$ cat config.mk
export PLATFORM = sky130hd
export DESIGN_NAME = sccpu_trace_buffer
export DESIGN_NICKNAME = d
export VERILOG_FILES = /design/src/rtl/sccpu_trace_pkg.sv /design/src/rtl/sccpu_trace_fifo.sv /design/src/rtl/sccpu_trace_buffer.sv
export SDC_FILE = /design/constraint.sdc
export NUM_CORES = 2
export LEC_CHECK = 0
export CAP_MARGIN = 0
export CORE_UTILIZATION = 50
export CTS_CLUSTER_SIZE = 40
export DETAILED_ROUTE_END_ITERATION = 6
export PLACE_DENSITY = 0.7
export SLEW_MARGIN = 20
export SYNTH_ARGS = -nofsm -noshare
export SYNTH_HDL_FRONTEND = slang
export SYNTH_SLANG_ARGS = --single-unit
$ cat constraint.sdc
create_clock -name Clock -period 8.1 [get_ports Clock]
set_input_delay 2.43 -clock Clock [delete_from_list [all_inputs] [get_ports Clock]]
set_output_delay 2.43 -clock Clock [all_outputs]
set_load 0.05 [all_outputs]
$ cat src/rtl/sccpu_trace_pkg.sv
// Shared types and record layout for the SCCPU commit-trace buffer.
package sccpu_trace_pkg;

    typedef enum logic [1:0] {
        ST_IDLE    = 2'd0,
        ST_CAPTURE = 2'd1,
        ST_DONE    = 2'd2
    } trace_state_e;

    localparam int REC_W    = 96;
    localparam int PC_LSB   = 64;
    localparam int INST_LSB = 32;
    localparam int ALU_LSB  = 0;

    function automatic logic [REC_W-1:0] pack_rec(input logic [31:0] pc,
                                                  input logic [31:0] inst,
                                                  input logic [31:0] alu);
        logic [REC_W-1:0] rec;
        rec                   = {REC_W{1'b0}};
        rec[PC_LSB   +: 32]   = pc;
        rec[INST_LSB +: 32]   = inst;
        rec[ALU_LSB  +: 32]   = alu;
        return rec;
    endfunction

endpackage

$ cat src/rtl/sccpu_trace_fifo.sv
// Generic first-word-fall-through FIFO; level is kept apart from the pointers
// so that full and empty are exact without a wrap bit.
module sccpu_trace_fifo #(
    parameter int WIDTH = 96,
    parameter int DEPTH = 16,
    parameter int PTR_W = 4
) (
    input  logic             clk,
    input  logic             rst_n,
    input  logic             push_i,
    input  logic             pop_i,
    input  logic [WIDTH-1:0] data_i,
    output logic [WIDTH-1:0] data_o,
    output logic             valid_o,
    output logic             full_o,
    output logic [PTR_W:0]   level_o
);

    logic [WIDTH-1:0] mem_q [DEPTH];
    logic [PTR_W-1:0] wr_ptr_q;
    logic [PTR_W-1:0] rd_ptr_q;
    logic [PTR_W:0]   level_q;
    logic [PTR_W:0]   level_d;
    logic             empty_s;
    logic             pop_ok_s;
    logic             push_ok_s;

    assign empty_s   = (level_q == {(PTR_W+1){1'b0}});
    assign full_o    = (level_q == (PTR_W+1)'(DEPTH));
    assign pop_ok_s  = pop_i && !empty_s;
    // A full FIFO still accepts a push when the head leaves on the same edge.
    assign push_ok_s = push_i && (!full_o || pop_ok_s);
    assign valid_o   = !empty_s;
    assign level_o   = level_q;
    assign data_o    = empty_s ? {WIDTH{1'b0}} : mem_q[rd_ptr_q];

    always_comb begin
        level_d = level_q;
        case ({push_ok_s, pop_ok_s})
            2'b10:   level_d = level_q + 1'b1;
            2'b01:   level_d = level_q - 1'b1;
            default: level_d = level_q;
        endcase
    end

    always_ff @(posedge clk or negedge rst_n) begin
        if (!rst_n) begin
            wr_ptr_q <= {PTR_W{1'b0}};
            rd_ptr_q <= {PTR_W{1'b0}};
            level_q  <= {(PTR_W+1){1'b0}};
        end else begin
            if (push_ok_s) wr_ptr_q <= wr_ptr_q + 1'b1;
            if (pop_ok_s)  rd_ptr_q <= rd_ptr_q + 1'b1;
            level_q <= level_d;
        end
    end

    always_ff @(posedge clk) begin
        if (push_ok_s) mem_q[wr_ptr_q] <= data_i;
    end

endmodule

$ cat src/rtl/sccpu_trace_buffer.sv
// Captures one commit record per cycle from the SCCPU while armed, with an
// optional stop-on-PC trigger and sticky drop accounting when the FIFO is full.
module sccpu_trace_buffer
    import sccpu_trace_pkg::*;
#(
    parameter int DEPTH = 16,
    parameter int PTR_W = 4,
    parameter int CNT_W = 16
) (
    input  logic             Clock,
    input  logic             Resetn,
    input  logic [31:0]      PC,
    input  logic [31:0]      Inst,
    input  logic [31:0]      Alu_Result,
    input  logic             Arm,
    input  logic             Stop_En,
    input  logic [31:0]      Stop_Pc,
    input  logic             Trace_Ready,
    output logic             Trace_Valid,
    output logic [REC_W-1:0] Trace_Data,
    output logic [PTR_W:0]   Level,
    output logic             Overflow,
    output logic [CNT_W-1:0] Drop_Count,
    output logic [1:0]       State
);

    trace_state_e     state_q;
    trace_state_e     state_d;
    logic             ovf_q;
    logic             ovf_d;
    logic [CNT_W-1:0] cnt_q;
    logic [CNT_W-1:0] cnt_d;
    logic             push_s;
    logic             pop_s;
    logic             full_s;
    logic             clear_s;
    logic             drop_s;

    assign pop_s  = Trace_Valid && Trace_Ready;
    assign drop_s = push_s && full_s && !pop_s;

    sccpu_trace_fifo #(
        .WIDTH (REC_W),
        .DEPTH (DEPTH),
        .PTR_W (PTR_W)
    ) u_fifo (
        .clk     (Clock),
        .rst_n   (Resetn),
        .push_i  (push_s),
        .pop_i   (pop_s),
        .data_i  (pack_rec(PC, Inst, Alu_Result)),
        .data_o  (Trace_Data),
        .valid_o (Trace_Valid),
        .full_o  (full_s),
        .level_o (Level)
    );

    // Arm restarts capture from IDLE or DONE; the arming cycle itself is not recorded.
    always_comb begin
        state_d = state_q;
        push_s  = 1'b0;
        clear_s = 1'b0;
        case (state_q)
            ST_IDLE, ST_DONE: begin
                if (Arm) begin
                    state_d = ST_CAPTURE;
                    clear_s = 1'b1;
                end else begin
                    state_d = state_q;
                end
            end
            ST_CAPTURE: begin
                push_s = 1'b1;
                if (Stop_En && (PC == Stop_Pc)) begin
                    state_d = ST_DONE;
                end else begin
                    state_d = ST_CAPTURE;
                end
            end
            default: state_d = ST_IDLE;
        endcase
    end

    always_comb begin
        ovf_d = ovf_q;
        cnt_d = cnt_q;
        if (clear_s) begin
            ovf_d = 1'b0;
            cnt_d = {CNT_W{1'b0}};
        end else if (drop_s) begin
            ovf_d = 1'b1;
            if (cnt_q != {CNT_W{1'b1}}) begin
                cnt_d = cnt_q + 1'b1;
            end else begin
                cnt_d = cnt_q;
            end
        end else begin
            ovf_d = ovf_q;
            cnt_d = cnt_q;
        end
    end

    always_ff @(posedge Clock or negedge Resetn) begin
        if (!Resetn) begin
            state_q <= ST_IDLE;
            ovf_q   <= 1'b0;
            cnt_q   <= {CNT_W{1'b0}};
        end else begin
            state_q <= state_d;
            ovf_q   <= ovf_d;
            cnt_q   <= cnt_d;
        end
    end

    assign Overflow   = ovf_q;
    assign Drop_Count = cnt_q;
    assign State      = state_q;

endmodule

# Word-level counts from Yosys, hierarchy flattened

Memories as Yosys holds them, arrays and structs flattened.
Index checks and enable logic that the tools add are counted.

Memory bits (writable): 1536
Word-level logic and storage cells: 52
Memories: 1
ROM bits: 0
Bits in latches: 0
Bits in registers: 32
Output and inout port bits: 121
Input bits: 133

Eq/ne operators: 8
$mul: 0
Bitwise gates (word level): 0
Multiplexer cells: 15
Shifts and indexed selects: 0
$lt $le $gt $ge: 0
$add $sub $neg: 5
Divide/modulo/power cells: 0
Reduce and logical (&&, ||, !) cells: 17

Memory list:

| name         | depth | width | rd ports | clocked after Yosys merged registers in | wr ports | line                   | text |
|---|---|---|---|---|---|---|---|
| u_fifo.mem_q | 16    | 96    | 1        | 0                                       | 1        | sccpu_trace_fifo.sv:19 | `logic [WIDTH-1:0] mem_q [DEPTH];` |

Operator list:

| operator                                         | number |
|---|---|
| two-way mux 96 bit                               | 1 |
| two-way mux 16 bit                               | 3 |
| == test 32 bit                                   | 1 |
| adder 16 x 1 -> 16 bit, second input constant    | 1 |
| != test 16 bit, second input constant            | 1 |
| one-hot mux 5 bit (2 select lines)               | 1 |
| adder 4 x 1 -> 4 bit, second input constant      | 2 |
| two-way mux 1 bit                                | 7 |
| logical AND 1 bit                                | 6 |
| nonzero test 2 bit                               | 3 |
| adder 5 x 1 -> 5 bit, second input constant      | 1 |
| == test 5 bit, second input constant             | 1 |
| logical NOT 5 bit                                | 1 |
| subtractor 5 x 1 -> 5 bit, second input constant | 1 |
| == test 2 x 1 -> 1 bit, second input constant    | 2 |
| == test 2 bit, second input constant             | 2 |
| two-way mux 2 bit                                | 2 |
| one-hot mux 2 bit (2 select lines)               | 1 |
| logical NOT 1 bit                                | 3 |
| logical NOT 2 bit                                | 1 |
| != test 2 bit, second input constant             | 1 |
| AND reduction 2 bit                              | 1 |
| OR reduction 2 bit                               | 1 |
| logical OR 1 bit                                 | 1 |

# Logic depth before layout (Yosys ltp)

Word-level depth: 8
Gate-level depth with buffers: 10
Gate-level depth less buffers: 9

# Cells and area by module

From an unflattened synthesis, not the netlist that was laid out.

Cells, all modules: 2669
Area total of the unflattened synthesis: 60660.7 µm²

Modules (own cells, without submodules):

| module             | sequential area each (µm²) | area each (µm²) | times used | cells each |
|---|---|---|---|---|
| sccpu_trace_fifo   | 46449.5                    | 59228.1         | 1          | 2517 |
| sccpu_trace_buffer | 475.5                      | 1432.6          | 1          | 152 |

# Least setup slack after synthesis

OpenSTA, ideal clock, no wires.

Path kind: input to register
Start: in Trace_Ready
End: mem u_fifo.mem_q[10][0], enable pin
Data required time: 7.432 ns
Setup slack: -2.215 ns
Library setup time: 0.668 ns
Arrival: 9.647 ns
Cell stages on the path: 4
Buffers on the path: 0
Path through: inv_1 -> a31oi_1 -> nand2_1 -> nor3_1

Longest elaborated chain between the ends: 6

Ends and longest elaborated chain:

| element                                 | line                     | text |
|---|---|---|
| from (decl)                             | sccpu_trace_buffer.sv:18 | `input logic Trace_Ready,` |
| logical AND 1 bit                       | sccpu_trace_buffer.sv:39 | `assign pop_s = Trace_Valid && Trace_Ready;` |
| logical AND 1 bit                       | sccpu_trace_fifo.sv:30   | `assign pop_ok_s = pop_i && !empty_s;` |
| logical OR 1 bit                        | sccpu_trace_fifo.sv:32   | `assign push_ok_s = push_i && (!full_o \|\| pop_ok_s);` |
| logical AND 1 bit                       | sccpu_trace_fifo.sv:32   |  |
| two-way mux 1 bit                       | sccpu_trace_fifo.sv:59   | `if (push_ok_s) mem_q[wr_ptr_q] <= data_i;` |
| two-way mux 1 bit (not written as such) | sccpu_trace_fifo.sv:59   |  |
| to (decl)                               | sccpu_trace_fifo.sv:19   |  |

No other way between the ends.

# Worst setup path after layout

Start: reg u_fifo.rd_ptr_q[0]
End: out Trace_Data[43]

Longest elaborated chain between the ends: 2

Ends and longest elaborated chain:

| element                | line                     | text |
|---|---|---|
| from (decl)            | sccpu_trace_fifo.sv:21   | `logic [PTR_W-1:0] rd_ptr_q;` |
| from (signal assigned) | sccpu_trace_fifo.sv:49   | `rd_ptr_q <= {PTR_W{1'b0}};` |
| from (signal assigned) | sccpu_trace_fifo.sv:53   | `if (pop_ok_s) rd_ptr_q <= rd_ptr_q + 1'b1;` |
| memory (16 x 96 bit)   | -                        |  |
| two-way mux 96 bit     | sccpu_trace_fifo.sv:35   | `assign data_o = empty_s ? {WIDTH{1'b0}} : mem_q[rd_ptr_q];` |
| to (decl)              | sccpu_trace_buffer.sv:20 | `output logic [REC_W-1:0] Trace_Data,` |

No other way between the ends.

==> out/metrics.csv <==
metric;value;unit
fin crit share;84.2;%
Starting Density;50.4;%
sequential share of power;38.7;%
final setup TNS;0;ns
Pwr Density;406;mW/mm²
htree depth;4;
FF+latch count, synth;1568;
non-filler cells, final;4564;
IR Drop Worst-Case VDD;364;µV
data arrival time of the critical path;4.39;ns
CTS Buffer Depth;3;
register area share after synthesis;77.6;%
CTS tree;done;
met1 wire length;54200;µm
Worst EP required;5.67;ns
Tot Pwr;28.5;mW
worst-skew pair later-pin latency;0.75;ns
largest net degree at the start of global routing;77;
Post-synth EDFFs;1536;
vias in the first global route;29100;
Top Layer Used;met5;
hold slack;0.529;ns
WS Path Type;reg2out;
Port Buf Inserts;253;
nets@finish;2965;
fillers;8332;
Comb pwr share;36.6;%
status;finished clean;
Slew Limit Fails;0;
Mapped Cells;2481;
post_cts resized;0;
Hold Crit Class;reg2reg;
CP Capture Type;output pin;
num ports;254;
Yosys warning count;0;
crit path time final;6.82;ns
RSZ-0062 raised after global routing;no;
total placed cells including tap cells;4277;
Die ar.;0.122;mm²
Core Area;0.120;mm²
cell-internal power;19.0;mW
Post-DP HPWL;70000;µm
CTS Hold Bufs;0;
ys flop type;edfxtp_1;
crit-path max FO;64;
Setup Skew;0.0244;ns
most frequent cells in the layout;edfxtp_1, mux4_2, clkdlybuf4s50_1;
routed vias;27700;
Sink Count;1568;
Syn Nets;2622;
CTS Buf Count;156;
max_slew headroom;30.8;%
Post-CTS Setup Repair Bufs;0;
vias per cell;6.08;
Mapped Area;0.0605;mm²
synthesized area per cell;24.4;µm²
Die H;350;µm
actual slew at the worst max-slew pin;1.04;ns
Die Width;350;µm
GRT Resource Usage Total;22.9;%
Post-synth ARST share;2.04;%
Area growth syn-to-layout;16.1;%
CP Launch Type;register;
fin area;0.0702;mm²
met2 routed WL;71900;µm
Net Sw Frac;33.4;%
global-route wire length before repair;200000;µm
Max-cap violations;0;
Psw;9.52;mW
DR pass1 iterations;7;
Hold Violations, Final;0;
final setup vio count;0;
per-cell routed wire length;30.1;µm
Leakage Power;22.0;nW
GPL Wtd Cong;0.769;
initial antenna violation count;10;
highest clock rate;147;MHz
R2R depth;5;
First DRT Iteration DRCs;2882;
Area after DPL;0.0651;mm²
Post-route DRC;0;
row count;127;
met3 routed WL;8560;µm
Yosys cell types;45;
hold depth;1;
Clk pwr share;24.7;%
most common cell after layout, fill and taps aside;edfxtp_1;
Clk pin slew, worst setup/hold paths;0.06;ns
Clock Root Buffer;clkbuf_16;
layout cell share with drive strength beyond 1;26.3;%
Routed WL;138000;µm
antenna-violating nets left;0;
GRT Residual Overflow;0;
per-layer routing:
layer	vias to the layer above	GRT usage [%]
met5	-	0
met4	4	6.13
met3	213	3.89
met2	1142	39.3
met1	15000	30.5
li1	11300	-
through the flow:
step	utilization, %	setup WS (ns)
4_1_cts	58.4	1.18
5_1_grt	58.5	1.06
3_5_place_dp	54.3	2.00
6_report	58.5	1.28
2_1_floorplan	-	-2.22
3_3_place_gp	54.3	2.02
layout make-up:
class | count | area [µm²] | share of cell area (%)
antenna | 8 | 20.0 | 0.0285
clock buffer | 197 | 4160 | 5.94
clock inverter | 81 | 801 | 1.14
inverter | 9 | 35.0 | 0.0499
multi-input combinational | 779 | 12900 | 18.3
sequential | 1568 | 46900 | 66.9
tap | 1612 | 2020 | 2.87
timing repair buffer | 310 | 3310 | 4.72
final timing paths:
kind                                    start                  end  slack, ns
max                        u_fifo.rd_ptr_q[0]       Trace_Data[43]       1.28
min                                  Overflow             Overflow       0.53
max reg2reg                          State[1]  u_fifo.mem_q[1][32]       4.54
min reg2reg                          Overflow             Overflow       0.53
max in group asynchronous              Resetn   u_fifo.rd_ptr_q[3]       5.67
min in group asynchronous              Resetn        Drop_Count[4]       2.09
worst max-delay path: stages, from the launching register on:
cell             delay (ns)
dfrtp_4                1.00
buf_12                 0.47
mux4_2                 0.59
mux4_2                 0.48
and2_1                 0.22
clkdlybuf4s50_1        0.73
flip-flops by register name (all words and copies together), names as in the netlist:
register and flops:
u_fifo.rd_ptr_q 4, State 2, u_fifo.wr_ptr_q 4, u_fifo.mem_q 1536
Overflow 1, u_fifo.level_o 5, Drop_Count 16
cells in the mapped netlist, types with 2 or more instances:
master	instances	area (µm²)
o2111ai_1	5	43.8
xor2_1	32	280
o211ai_1	3	22.5
or3_1	3	18.8
nor2b_1	2	12.5
and4_1	4	35.0
buf_1	3	11.3
edfxtp_1	1536	46100
or2_2	3	18.8
xnor2_1	21	184
dfrtp_1	32	801
and3_1	3	18.8
nand2_1	18	67.6
a31oi_1	3	18.8
nor2_1	21	78.8
mux4_2	480	10800
buf_4	20	150
a21o_1	2	15.0
ha_1	8	100
o21ai_0	9	45.0
and2_1	106	663
buf_2	10	50.1
buf_6	18	203
nand2b_1	2	12.5
mux2i_1	3	30.0
nor4_1	4	25.0
nand4_1	10	62.6
nand3_1	8	40.0
or4_1	2	15.0
a21oi_1	6	30.0
nor3_1	8	40.0
nor3b_1	3	22.5
clkbuf_1	74	278
inv_1	8	30.0
power groups by stage:
stage          sequential, mW  clock [mW]  combinational (mW)
2_1_floorplan            11.0           0                7.32
3_3_place_gp             11.1           0                10.5
3_5_place_dp             11.2           0                10.5
4_1_cts                  11.1        7.15                10.6
5_1_grt                  11.1        7.45                10.9
6_report                 11.0        7.04                10.4
kinds of logic (layout without fill, tap and decap cells):
kind of cell / Yosys count / in the layout / share of synthesized area [%]
buffers and inverters: 134 / 597 / 1.20
DFF: 1568 / 1568 / 77.6
and+or+nand+nor: 200 / 200 / 1.92
other: 0 / 8 / 0
muxes: 484 / 484 / 18.0
xor gates and xnor gates: 53 / 53 / 0.768
AOI/OAI and AO/OA: 34 / 34 / 0.370
adders and majority gates: 8 / 8 / 0.166
Note: power is estimated with default switching activity, not from simulation.
